## src/rtl/vga_timing_gen.sv

```systemverilog
// Raster timing generator for 1024x768@60 (XGA). It produces registered pixel and
// line counters, sync and blanking flags, and line/frame start strobes on one clock edge.
module vga_timing_gen #(
  parameter int   H_ACTIVE     = 1024,
  parameter int   H_SYNC_START = 1048,
  parameter int   H_SYNC_END   = 1184,
  parameter int   H_TOTAL      = 1344,
  parameter int   V_ACTIVE     = 768,
  parameter int   V_SYNC_START = 771,
  parameter int   V_SYNC_END   = 777,
  parameter int   V_TOTAL      = 806,
  parameter logic HSYNC_POL    = 1'b0,
  parameter logic VSYNC_POL    = 1'b0
) (
  input  logic        pclk,
  input  logic        rst_n,
  output logic [11:0] hcount_out,
  output logic        hsync_out,
  output logic        hblnk_out,
  output logic [11:0] vcount_out,
  output logic        vsync_out,
  output logic        vblnk_out,
  output logic        line_start,
  output logic        frame_start
);

  localparam logic [11:0] H_LAST = 12'(H_TOTAL - 1);
  localparam logic [11:0] V_LAST = 12'(V_TOTAL - 1);

  // Thresholds are widened to 13 bits so that an end value of 4096 still compares correctly.
  localparam logic [12:0] H_ACT13 = 13'(H_ACTIVE);
  localparam logic [12:0] H_SS13  = 13'(H_SYNC_START);
  localparam logic [12:0] H_SE13  = 13'(H_SYNC_END);
  localparam logic [12:0] V_ACT13 = 13'(V_ACTIVE);
  localparam logic [12:0] V_SS13  = 13'(V_SYNC_START);
  localparam logic [12:0] V_SE13  = 13'(V_SYNC_END);

  if (!(H_ACTIVE < H_SYNC_START && H_SYNC_START < H_SYNC_END &&
        H_SYNC_END <= H_TOTAL && H_TOTAL <= 4096)) begin : gen_h_cfg_error
    $error("vga_timing_gen: horizontal timing parameters are out of order");
  end

  if (!(V_ACTIVE < V_SYNC_START && V_SYNC_START < V_SYNC_END &&
        V_SYNC_END <= V_TOTAL && V_TOTAL <= 4096)) begin : gen_v_cfg_error
    $error("vga_timing_gen: vertical timing parameters are out of order");
  end

  logic [11:0] hCount_q, hCount_d;
  logic [11:0] vCount_q, vCount_d;
  logic        hSync_q, hSync_d;
  logic        hBlnk_q, hBlnk_d;
  logic        vSync_q, vSync_d;
  logic        vBlnk_q, vBlnk_d;
  logic        lineStart_q, lineStart_d;
  logic        frameStart_q, frameStart_d;
  logic        hWrap, vWrap;

  // Flags are decoded from the next-state counts so that they land on the same edge as the counts.
  always_comb begin
    hWrap    = (hCount_q == H_LAST);
    vWrap    = (vCount_q == V_LAST);
    hCount_d = hWrap ? 12'd0 : hCount_q + 12'd1;
    vCount_d = vCount_q;
    if (hWrap) begin
      vCount_d = vWrap ? 12'd0 : vCount_q + 12'd1;
    end
    hBlnk_d      = ({1'b0, hCount_d} >= H_ACT13);
    hSync_d      = (({1'b0, hCount_d} >= H_SS13) && ({1'b0, hCount_d} < H_SE13)) ?
                   HSYNC_POL : ~HSYNC_POL;
    vBlnk_d      = ({1'b0, vCount_d} >= V_ACT13);
    vSync_d      = (({1'b0, vCount_d} >= V_SS13) && ({1'b0, vCount_d} < V_SE13)) ?
                   VSYNC_POL : ~VSYNC_POL;
    lineStart_d  = hWrap;
    frameStart_d = hWrap && vWrap;
  end

  always_ff @(posedge pclk or negedge rst_n) begin
    if (!rst_n) begin
      hCount_q     <= 12'd0;
      vCount_q     <= 12'd0;
      hSync_q      <= ~HSYNC_POL;
      hBlnk_q      <= 1'b0;
      vSync_q      <= ~VSYNC_POL;
      vBlnk_q      <= 1'b0;
      lineStart_q  <= 1'b0;
      frameStart_q <= 1'b0;
    end else begin
      hCount_q     <= hCount_d;
      vCount_q     <= vCount_d;
      hSync_q      <= hSync_d;
      hBlnk_q      <= hBlnk_d;
      vSync_q      <= vSync_d;
      vBlnk_q      <= vBlnk_d;
      lineStart_q  <= lineStart_d;
      frameStart_q <= frameStart_d;
    end
  end

  assign hcount_out  = hCount_q;
  assign hsync_out   = hSync_q;
  assign hblnk_out   = hBlnk_q;
  assign vcount_out  = vCount_q;
  assign vsync_out   = vSync_q;
  assign vblnk_out   = vBlnk_q;
  assign line_start  = lineStart_q;
  assign frame_start = frameStart_q;

endmodule

```

## config.mk

```make
export PLATFORM = sky130hd
export DESIGN_NAME = vga_timing_gen
export DESIGN_NICKNAME = d
export VERILOG_FILES = /design/src/rtl/vga_timing_gen.sv
export SDC_FILE = /design/constraint.sdc
export NUM_CORES = 1
export LEC_CHECK = 0
export BUFFER_PORTS_ARGS = -buffer_cell sky130_fd_sc_hd__buf_2
export CAP_MARGIN = 20
export CORE_MARGIN = 5
export CORE_UTILIZATION = 49
export DETAILED_ROUTE_END_ITERATION = 12
export MAX_ROUTING_LAYER = met4
export PLACE_DENSITY = 0.75
export REMOVE_ABC_BUFFERS = 1
export SLEW_MARGIN = 20
export SYNTH_ARGS = -nofsm -noshare
export SYNTH_HDL_FRONTEND = slang
export SYNTH_SLANG_ARGS = --single-unit
```

## constraint.sdc

```tcl
create_clock -name pclk -period 2.38 [get_ports pclk]
set_clock_uncertainty 0.2 [all_clocks]
set_input_delay 0 -clock pclk [delete_from_list [all_inputs] [get_ports pclk]]
set_output_delay 0 -clock pclk [all_outputs]
set_load 0.1 [all_outputs]
```

==> load_flow_metrics.sql, run 1 <==
INSERT INTO impl_metrics (metric_group, metric, value, unit) VALUES
('synthesis', 'synth_sequential_area_ratio', '44.5', '%'),
('critical_path', 'critical_path_required', '2.43', 'ns'),
('sta', 'setup_ws', '-0.0462', 'ns'),
('layout', 'layout.area.seq', '753', 'um2'),
('power_and_ir_drop', 'switching_power', '0.000188', 'W'),
('sta', 'report.final.hold_viol_count', '0', ''),
('sta', 'maxClockFrequency', '412', 'MHz'),
('placed_design', 'postPlaceCellArea', '2070', 'um2'),
('sta', 'rsz0062_at_grt', 'true', ''),
('layout', 'layout.filler_cells', '283', ''),
('critical_path', 'cp-start-kind', 'flop', ''),
('layout', 'final_cell_count_no_fill', '275', ''),
('clock_network', 'clock_buffers_created_by_tritoncts', '5', ''),
('sta', 'slew_headroom', '55.5', '%'),
('synthesis', 'synthesis.yosys.warnings', '0', ''),
('synthesis', 'synthArstFlopShare', '100', '%'),
('synthesis', 'synth_edf_count', '0', ''),
('placed_design', 'dp.cells', '264', ''),
('route', 'via_count', '1585', ''),
('critical_path', 'crit_family', 'simple AND/OR/NAND/NOR gates', ''),
('placed_design', 'dp_hpwl', '3340', 'um'),
('worst_hold_path', 'min-delay-path-class', 'primary input to asynchronous set/reset pin', ''),
('clock_network', 'clk_path_buf_depth', '2', ''),
('global_route', 'first_global_vias', '1606', ''),
('power_and_ir_drop', 'combPwrFrac', '1.3', '%'),
('layout', 'design.final.nets', '233', ''),
('critical_path', 'maximum_fanout_along_the_worst_path', '5', ''),
('critical_path', 'reg2reg_depth', '6', ''),
('global_route', 'antenna_found_initial', '0', ''),
('power_and_ir_drop', 'intPower', '0.000654', 'W'),
('synthesis', 'combined_area_of_all_synthesized_cells', '1690', 'um2'),
('global_route', 'global_route.overflow_total', '0', ''),
('power_and_ir_drop', 'p_sw_share', '22.4', '%'),
('power_and_ir_drop', 'powerDensity', '376', 'nW/um2'),
('floorplan', 'number_of_rows_created_at_floorplan', '21', ''),
('critical_path', 'cp_cell_sequence', 'or4b_4, nor4_4, o221ai_2, or3_1, mux2i_1, nand4_1', ''),
('critical_path', 'critPathCapture', 'vsync_out$_DFF_PN1_', ''),
('synthesis', 'ys_top_cells_by_area', 'sky130_fd_sc_hd__dfrtp_1 (41%), sky130_fd_sc_hd__xor2_1 (4.1%), sky130_fd_sc_hd__xnor2_1 (3.6%)', ''),
('sta', 'setup_violations', '2', ''),
('synthesis', 'syn_area_per_cell', '10.3', 'um2'),
('outcome', 'run_status', 'finished with violations', ''),
('global_route', 'grtUsageTotal', '22.0', '%'),
('critical_path', 'worstSetupEndpointType', 'flop', ''),
('route', 'postRouteAntennaNets', '0', ''),
('synthesis', 'dominant_synthesized_flop_cell', 'sky130_fd_sc_hd__dfrtp_1', ''),
('synthesis', 'ys_ff_latch', '30', ''),
('power_and_ir_drop', 'vdd_ir_drop_max', '0.326', 'mV'),
('layout', 'drive_above_1_share', '42.4', '%'),
('floorplan', 'floorplan.core_area', '3340', 'um2'),
('critical_path', 'timing.critical_path.buf_inv', '0', ''),
('synthesis', 'synth_top_cells_by_count', 'sky130_fd_sc_hd__dfrtp_1 (28), sky130_fd_sc_hd__nor2_1 (15), sky130_fd_sc_hd__nand2_1 (10)', ''),
('clock_network', 'clock_tree_from_tritoncts', 'done', ''),
('job', 'max-cap-violations', '0', ''),
('route', 'detailed_route_wire_length', '4600', 'um'),
('layout', 'flow.area_growth_from_synthesis', '32.3', '%'),
('route', 'drtPass1Iterations', '4', ''),
('layout', 'design_area', '2240', 'um2'),
('critical_path', 'max_stage_delay', '0.56', 'ns'),
('route', 'wire_per_inst', '16.7', 'um'),
('synthesis', 'synth.distinct_cells', '47', ''),
('clock_network', 'clkSinkCount', '30', ''),
('floorplan', 'floorplan_die_width', '68.8', 'um'),
('synthesis', 'synth.most_common_cell', 'sky130_fd_sc_hd__dfrtp_1', ''),
('layout', 'multiInputGateArea', '932', 'um2'),
('critical_path', 'crit_path_top_delay_cell', 'sky130_fd_sc_hd__or4b_4', ''),
('sta', 'tightestPinTransition', '0.668', 'ns'),
('critical_path', 'critPathLaunch', 'vcount_out[6]$_DFF_PN0_', ''),
('placed_design', 'final_gp_congestion', '0.905', ''),
('route', 'drc_errors', '0', ''),
('outcome', 'failed_checks', 'setup timing', ''),
('floorplan', 'chipHeight', '68.8', 'um');
## power groups by stage
stage	logic (W)	clock network [W]	registers, W
5_1_grt	0.0000135	0.000348	0.000510
3_3_place_gp	0.0000104	0	0.000519
2_1_floorplan	0.000000000268	0	0.000520
6_report	0.0000113	0.000322	0.000509
4_1_cts	0.0000121	0.000327	0.000509
3_5_place_dp	0.0000109	0	0.000519
## cells in the final DEF, fill, tap and decap left out, types with 3 or more instances in the layout
master / Yosys / layout
sky130_fd_sc_hd__buf_4: 1 / 33
sky130_fd_sc_hd__buf_2: 2 / 31
sky130_fd_sc_hd__dfrtp_1: 28 / 28
sky130_fd_sc_hd__nor2_1: 15 / 14
sky130_fd_sc_hd__nand2_1: 10 / 10
sky130_fd_sc_hd__nand4_1: 9 / 9
sky130_fd_sc_hd__xor2_1: 8 / 8
sky130_fd_sc_hd__o21ai_0: 7 / 7
sky130_fd_sc_hd__xnor2_1: 7 / 7
sky130_fd_sc_hd__nand3_1: 7 / 6
sky130_fd_sc_hd__a21oi_1: 5 / 5
sky130_fd_sc_hd__clkbuf_4: 0 / 5
sky130_fd_sc_hd__o41ai_2: 0 / 4
sky130_fd_sc_hd__inv_1: 4 / 4
sky130_fd_sc_hd__and3_1: 3 / 3
sky130_fd_sc_hd__or2_2: 3 / 3
sky130_fd_sc_hd__or3_1: 3 / 3
## final cells by class
type                       count  area share, %
multi-input combinational    121           41.6
sequential                    30           33.6
timing repair buffer          65           18.4
tap                           46           2.57
clock buffer                   7           2.46
inverter                       5           1.06
clock inverter                 1          0.223
## per-layer routing
metal	GRT usage [%]	wire, um	vias up
li1	-	-	729
met1	24.3	1740	782
met2	38.0	2510	66
met3	5.35	272	8
met4	8.76	78	0
met5	-	0	-
## worst min-delay path by stage
stage | slack [ns] | from | end
detailed placement | -0.13 | rst_n | hcount_out[7]$_DFF_PN0_
global placement | -0.14 | rst_n | hcount_out[5]$_DFF_PN0_
finish | 0.03 | rst_n | hcount_out[7]$_DFF_PN0_
floorplan | -0.50 | rst_n | frame_start$_DFF_PN0_
global route | 0.07 | rst_n | hcount_out[9]$_DFF_PN0_
CTS | 0.05 | rst_n | hcount_out[7]$_DFF_PN0_
## timing repair
action / in CTS / in global routing
buffers inserted: 0 / 2
hold buffers: 1 / 0
endpoints found under the hold margin: 30 / 0
setup endpoints to repair: 2 / 3
pin swaps: 3 / 4
gates cloned: 0 / 0
gates resized for setup: 3 / 10
## state kept, by name (all words and copies together) (netlist names)
register / count
line_start: 1
hcount_out: 12
vcount_out: 12
hblnk_out: 1
vblnk_out: 1
hsync_out: 1
vsync_out: 1
frame_start: 1
## kinds of logic after synthesis
kind of cell | share of synthesized area, %
DFF | 44.5
and+or+nand+nor | 27.2
AOI/OAI and AO/OA | 11.6
adders and majority gates | 2.22
xor gates and xnor gates | 7.76
muxes | 1.18
buffers and inverters | 5.54
## through the flow
stage | util, % | hold slack (ns) | TNS (ns)
global route | 67.1 | 0.0687 | -0.266
global placement | 62.0 | -0.144 | 0
floorplan | - | -0.496 | -10.18
CTS | 64.7 | 0.0480 | -0.00486
finish | 67.1 | 0.0288 | -0.0471
detailed placement | 62.0 | -0.130 | -0.0746
Note: power is estimated with default switching activity, not from simulation.
==> run 2, diff against run 1 <==
--- a/config.mk
+++ b/config.mk
@@ -8,12 +8,13 @@
 export BUFFER_PORTS_ARGS = -buffer_cell sky130_fd_sc_hd__buf_2
 export CAP_MARGIN = 20
 export CORE_MARGIN = 5
-export CORE_UTILIZATION = 49
+export CORE_UTILIZATION = 45
 export DETAILED_ROUTE_END_ITERATION = 12
 export MAX_ROUTING_LAYER = met4
-export PLACE_DENSITY = 0.75
+export PLACE_DENSITY = 0.7
 export REMOVE_ABC_BUFFERS = 1
 export SLEW_MARGIN = 20
 export SYNTH_ARGS = -nofsm -noshare
 export SYNTH_HDL_FRONTEND = slang
 export SYNTH_SLANG_ARGS = --single-unit
+export TNS_END_PERCENT = 100
==> load_flow_metrics.sql, run 2 (synthesis results as in run 1) <==
INSERT INTO impl_metrics (metric_group, metric, value, unit) VALUES
('sta', 'setup_ws', '-0.00420', 'ns'),
('power_and_ir_drop', 'switching_power', '0.000207', 'W'),
('clock_network', 'clk-insertion-delay-late', '0.29', 'ns'),
('sta', 'rsz0062_at_grt', 'true', ''),
('route', 'drc_errors', '0', ''),
('critical_path', 'worst-setup-path-type', 'flop to flop', ''),
('power_and_ir_drop', 'vdd_ir_drop_max', '0.399', 'mV'),
('global_route', 'antenna_found_initial', '0', ''),
('critical_path', 'max_stage_delay', '0.64', 'ns'),
('critical_path', 'crit_path_top_delay_cell', 'sky130_fd_sc_hd__o41ai_1', ''),
('global_route', 'global_route_wire_length_before_repair', '7260', 'um'),
('floorplan', 'die_area', '5090', 'um2'),
('job', 'max-cap-violations', '0', ''),
('route', 'dr.first_iter.drc_count', '106', ''),
('clock_network', 'htree_levels', '2', ''),
('critical_path', 'cp-start-kind', 'flop', ''),
('power_and_ir_drop', 'combPwrFrac', '1.2', '%'),
('power_and_ir_drop', 'total_leakage_power', '1.08', 'nW'),
('critical_path', 'critPathArrivalTime', '2.41', 'ns'),
('floorplan', 'floorplan_die_width', '71.3', 'um'),
('sta', 'period_needed', '2.38', 'ns'),
('route', 'drtPass1Iterations', '4', ''),
('floorplan', 'initial_core_utilization', '46.2', '%'),
('global_route', 'pin_count_of_the_biggest_net_entering_global_routing', '31', ''),
('outcome', 'run_status', 'finished with violations', ''),
('power_and_ir_drop', 'clock_power_share', '45.2', '%'),
('sta', 'slew_headroom', '55.3', '%'),
('global_route', 'grt-busiest-layer', 'met2', ''),
('layout', 'insertedDiodeCount', '0', ''),
('global_route', 'global_route.overflow_total', '0', ''),
('global_route', 'global_route.usage.met2', '30.3', '%'),
('placed_design', 'final_gp_congestion', '0.883', ''),
('sta', 'report.final.hold_viol_count', '0', ''),
('power_and_ir_drop', 'p_sw_share', '21.7', '%'),
('layout', 'flow.area_growth_from_synthesis', '35.7', '%'),
('clock_network', 'clk_path_buf_depth', '2', ''),
('power_and_ir_drop', 'intPower', '0.000745', 'W'),
('route', 'via_cell_ratio', '5.57', ''),
('sta', 'drv_slew', '0', ''),
('sta', 'setup_violations', '1', ''),
('floorplan', 'design.portCount', '32', ''),
('critical_path', 'cp_cell_sequence', 'ha_4, nand3_2, or4_4, o41ai_1, nor4_2, nand4_1', ''),
('worst_hold_path', 'min-delay-path-class', 'primary input to asynchronous set/reset pin', ''),
('placed_design', 'numPortBuffers', '31', ''),
('clock_network', 'ctsRootBufferMaster', 'sky130_fd_sc_hd__clkbuf_8', ''),
('route', 'postRouteAntennaNets', '0', ''),
('critical_path', 'maximum_fanout_along_the_worst_path', '5', ''),
('layout', 'most_frequent_cells_in_the_layout', 'sky130_fd_sc_hd__buf_4 (32), sky130_fd_sc_hd__buf_2 (31), sky130_fd_sc_hd__dfrtp_1 (27)', ''),
('layout', 'design.final.nets', '233', ''),
('route', 'detailed_route_wire_length', '4510', 'um'),
('global_route', 'grt.met3_usage', '5.33', '%'),
('critical_path', 'critical_path_required', '2.41', 'ns'),
('placed_design', 'dp_hpwl', '3160', 'um'),
('sta', 'tightestPinTransition', '0.670', 'ns'),
('layout', 'drive_above_1_share', '42.8', '%'),
('clock_network', 'clock_tree_from_tritoncts', 'done', ''),
('clock_network', 'path_clk_slew', '0.07', 'ns'),
('layout', 'postLayoutCoreUtil', '62.7', '%'),
('sta', 'final.period_utilization', '100', '%'),
('clock_network', 'clkSinkCount', '30', ''),
('power_and_ir_drop', 'p_seq_share', '53.6', '%'),
('floorplan', 'chipHeight', '71.3', 'um'),
('floorplan', 'number_of_rows_created_at_floorplan', '22', ''),
('global_route', 'first_global_vias', '1578', ''),
('power_and_ir_drop', 'powerDensity', '414', 'nW/um2'),
('critical_path', 'worstSetupEndpointType', 'flop', ''),
('global_route', 'grtUsageTotal', '18.8', '%'),
('floorplan', 'floorplan.core_area', '3660', 'um2'),
('route', 'via_count', '1543', ''),
('power_and_ir_drop', 'total_power', '0.000951', 'W'),
('clock_network', 'clock_buffers_created_by_tritoncts', '5', ''),
('route', 'wire_per_inst', '16.3', 'um'),
('layout', 'final_common_cell', 'sky130_fd_sc_hd__buf_4', ''),
('outcome', 'failed_checks', 'setup timing', ''),
('global_route', 'met1_usage', '22.5', '%'),
('sta', 'maxClockFrequency', '419', 'MHz');
[run 2: power groups by stage]
stage | registers [W] | logic (W) | clock network [W]
after floorplan | 0.000520 | 0.000000000268 | 0
after global placement | 0.000519 | 0.0000105 | 0
after detailed placement | 0.000519 | 0.0000110 | 0
after CTS | 0.000510 | 0.0000124 | 0.000434
after global routing | 0.000510 | 0.0000142 | 0.000463
final | 0.000510 | 0.0000114 | 0.000430
[run 2: path summary, 6_finish.rpt]
| check | from | end | slack [ns] | cells past startpoint |
|---|---|---|---|---|
| hold / removal | rst_n | hcount_out[4]$_DFF_PN0_ | 0.08 | 2 |
| hold reg to reg | hcount_out[9]$_DFF_PN0_ | hcount_out[9]$_DFF_PN0_ | 0.40 | 2 |
| setup reg to reg | hcount_out[0]$_DFF_PN0_ | vsync_out$_DFF_PN1_ | -0.004 | 6 |
| max in group asynchronous | rst_n | vcount_out[1]$_DFF_PN0_ | 1.43 | 2 |
| setup / recovery | hcount_out[0]$_DFF_PN0_ | vsync_out$_DFF_PN1_ | -0.004 | 6 |
| min in group pclk | hcount_out[9]$_DFF_PN0_ | hcount_out[9]$_DFF_PN0_ | 0.40 | 2 |
[run 2: through the flow]
step | std cells | cell area, um2 | setup TNS (ns) | setup WS (ns) | hold slack [ns]
2_1_floorplan | 156 | 1620 | -10.18 | -0.872 | -0.496
3_3_place_gp | 265 | 2060 | 0 | 0.0263 | -0.141
3_5_place_dp | 265 | 2060 | -0.0361 | -0.0361 | -0.125
4_1_cts | 275 | 2220 | 0 | 0.00574 | 0.113
5_1_grt | 277 | 2300 | -0.0692 | -0.0419 | 0.160
6_report | 277 | 2300 | -0.00420 | -0.00420 | 0.0803
[run 2: final cells by class]
type                       instances  area [um2]
inverter                           5        23.8
timing repair buffer              65         417
clock buffer                       7        86.3
sequential                        30         754
multi-input combinational        121         951
tap                               48        60.1
fill                             289        1360
clock inverter                     1        5.00
[run 2: per-layer routing]
metal  wire (um)  up-vias  part of all wire [%]
met5           0        -                     0
met4          82        0                   1.8
met3         256        9                   5.7
met2        2230       44                    49
met1        1940      760                    43
li1            -      730                     -
[run 2: critical path, delay by kind of cell, from the launching register on]
family	cells	cell delay (ns)
AND/OR/NAND/NOR	4	0.93
flip-flops	1	0.39
adder cells (fa/ha/maj)	1	0.15
AO/OA/AOI/OAI	1	0.64
[run 2: repair_timing]
action,in CTS,in global routing
buffers inserted,1,2
endpoints found under the hold margin,30,0
gates resized for setup,8,9
pin swaps,5,5
hold buffers,1,0
setup endpoints to repair,2,2
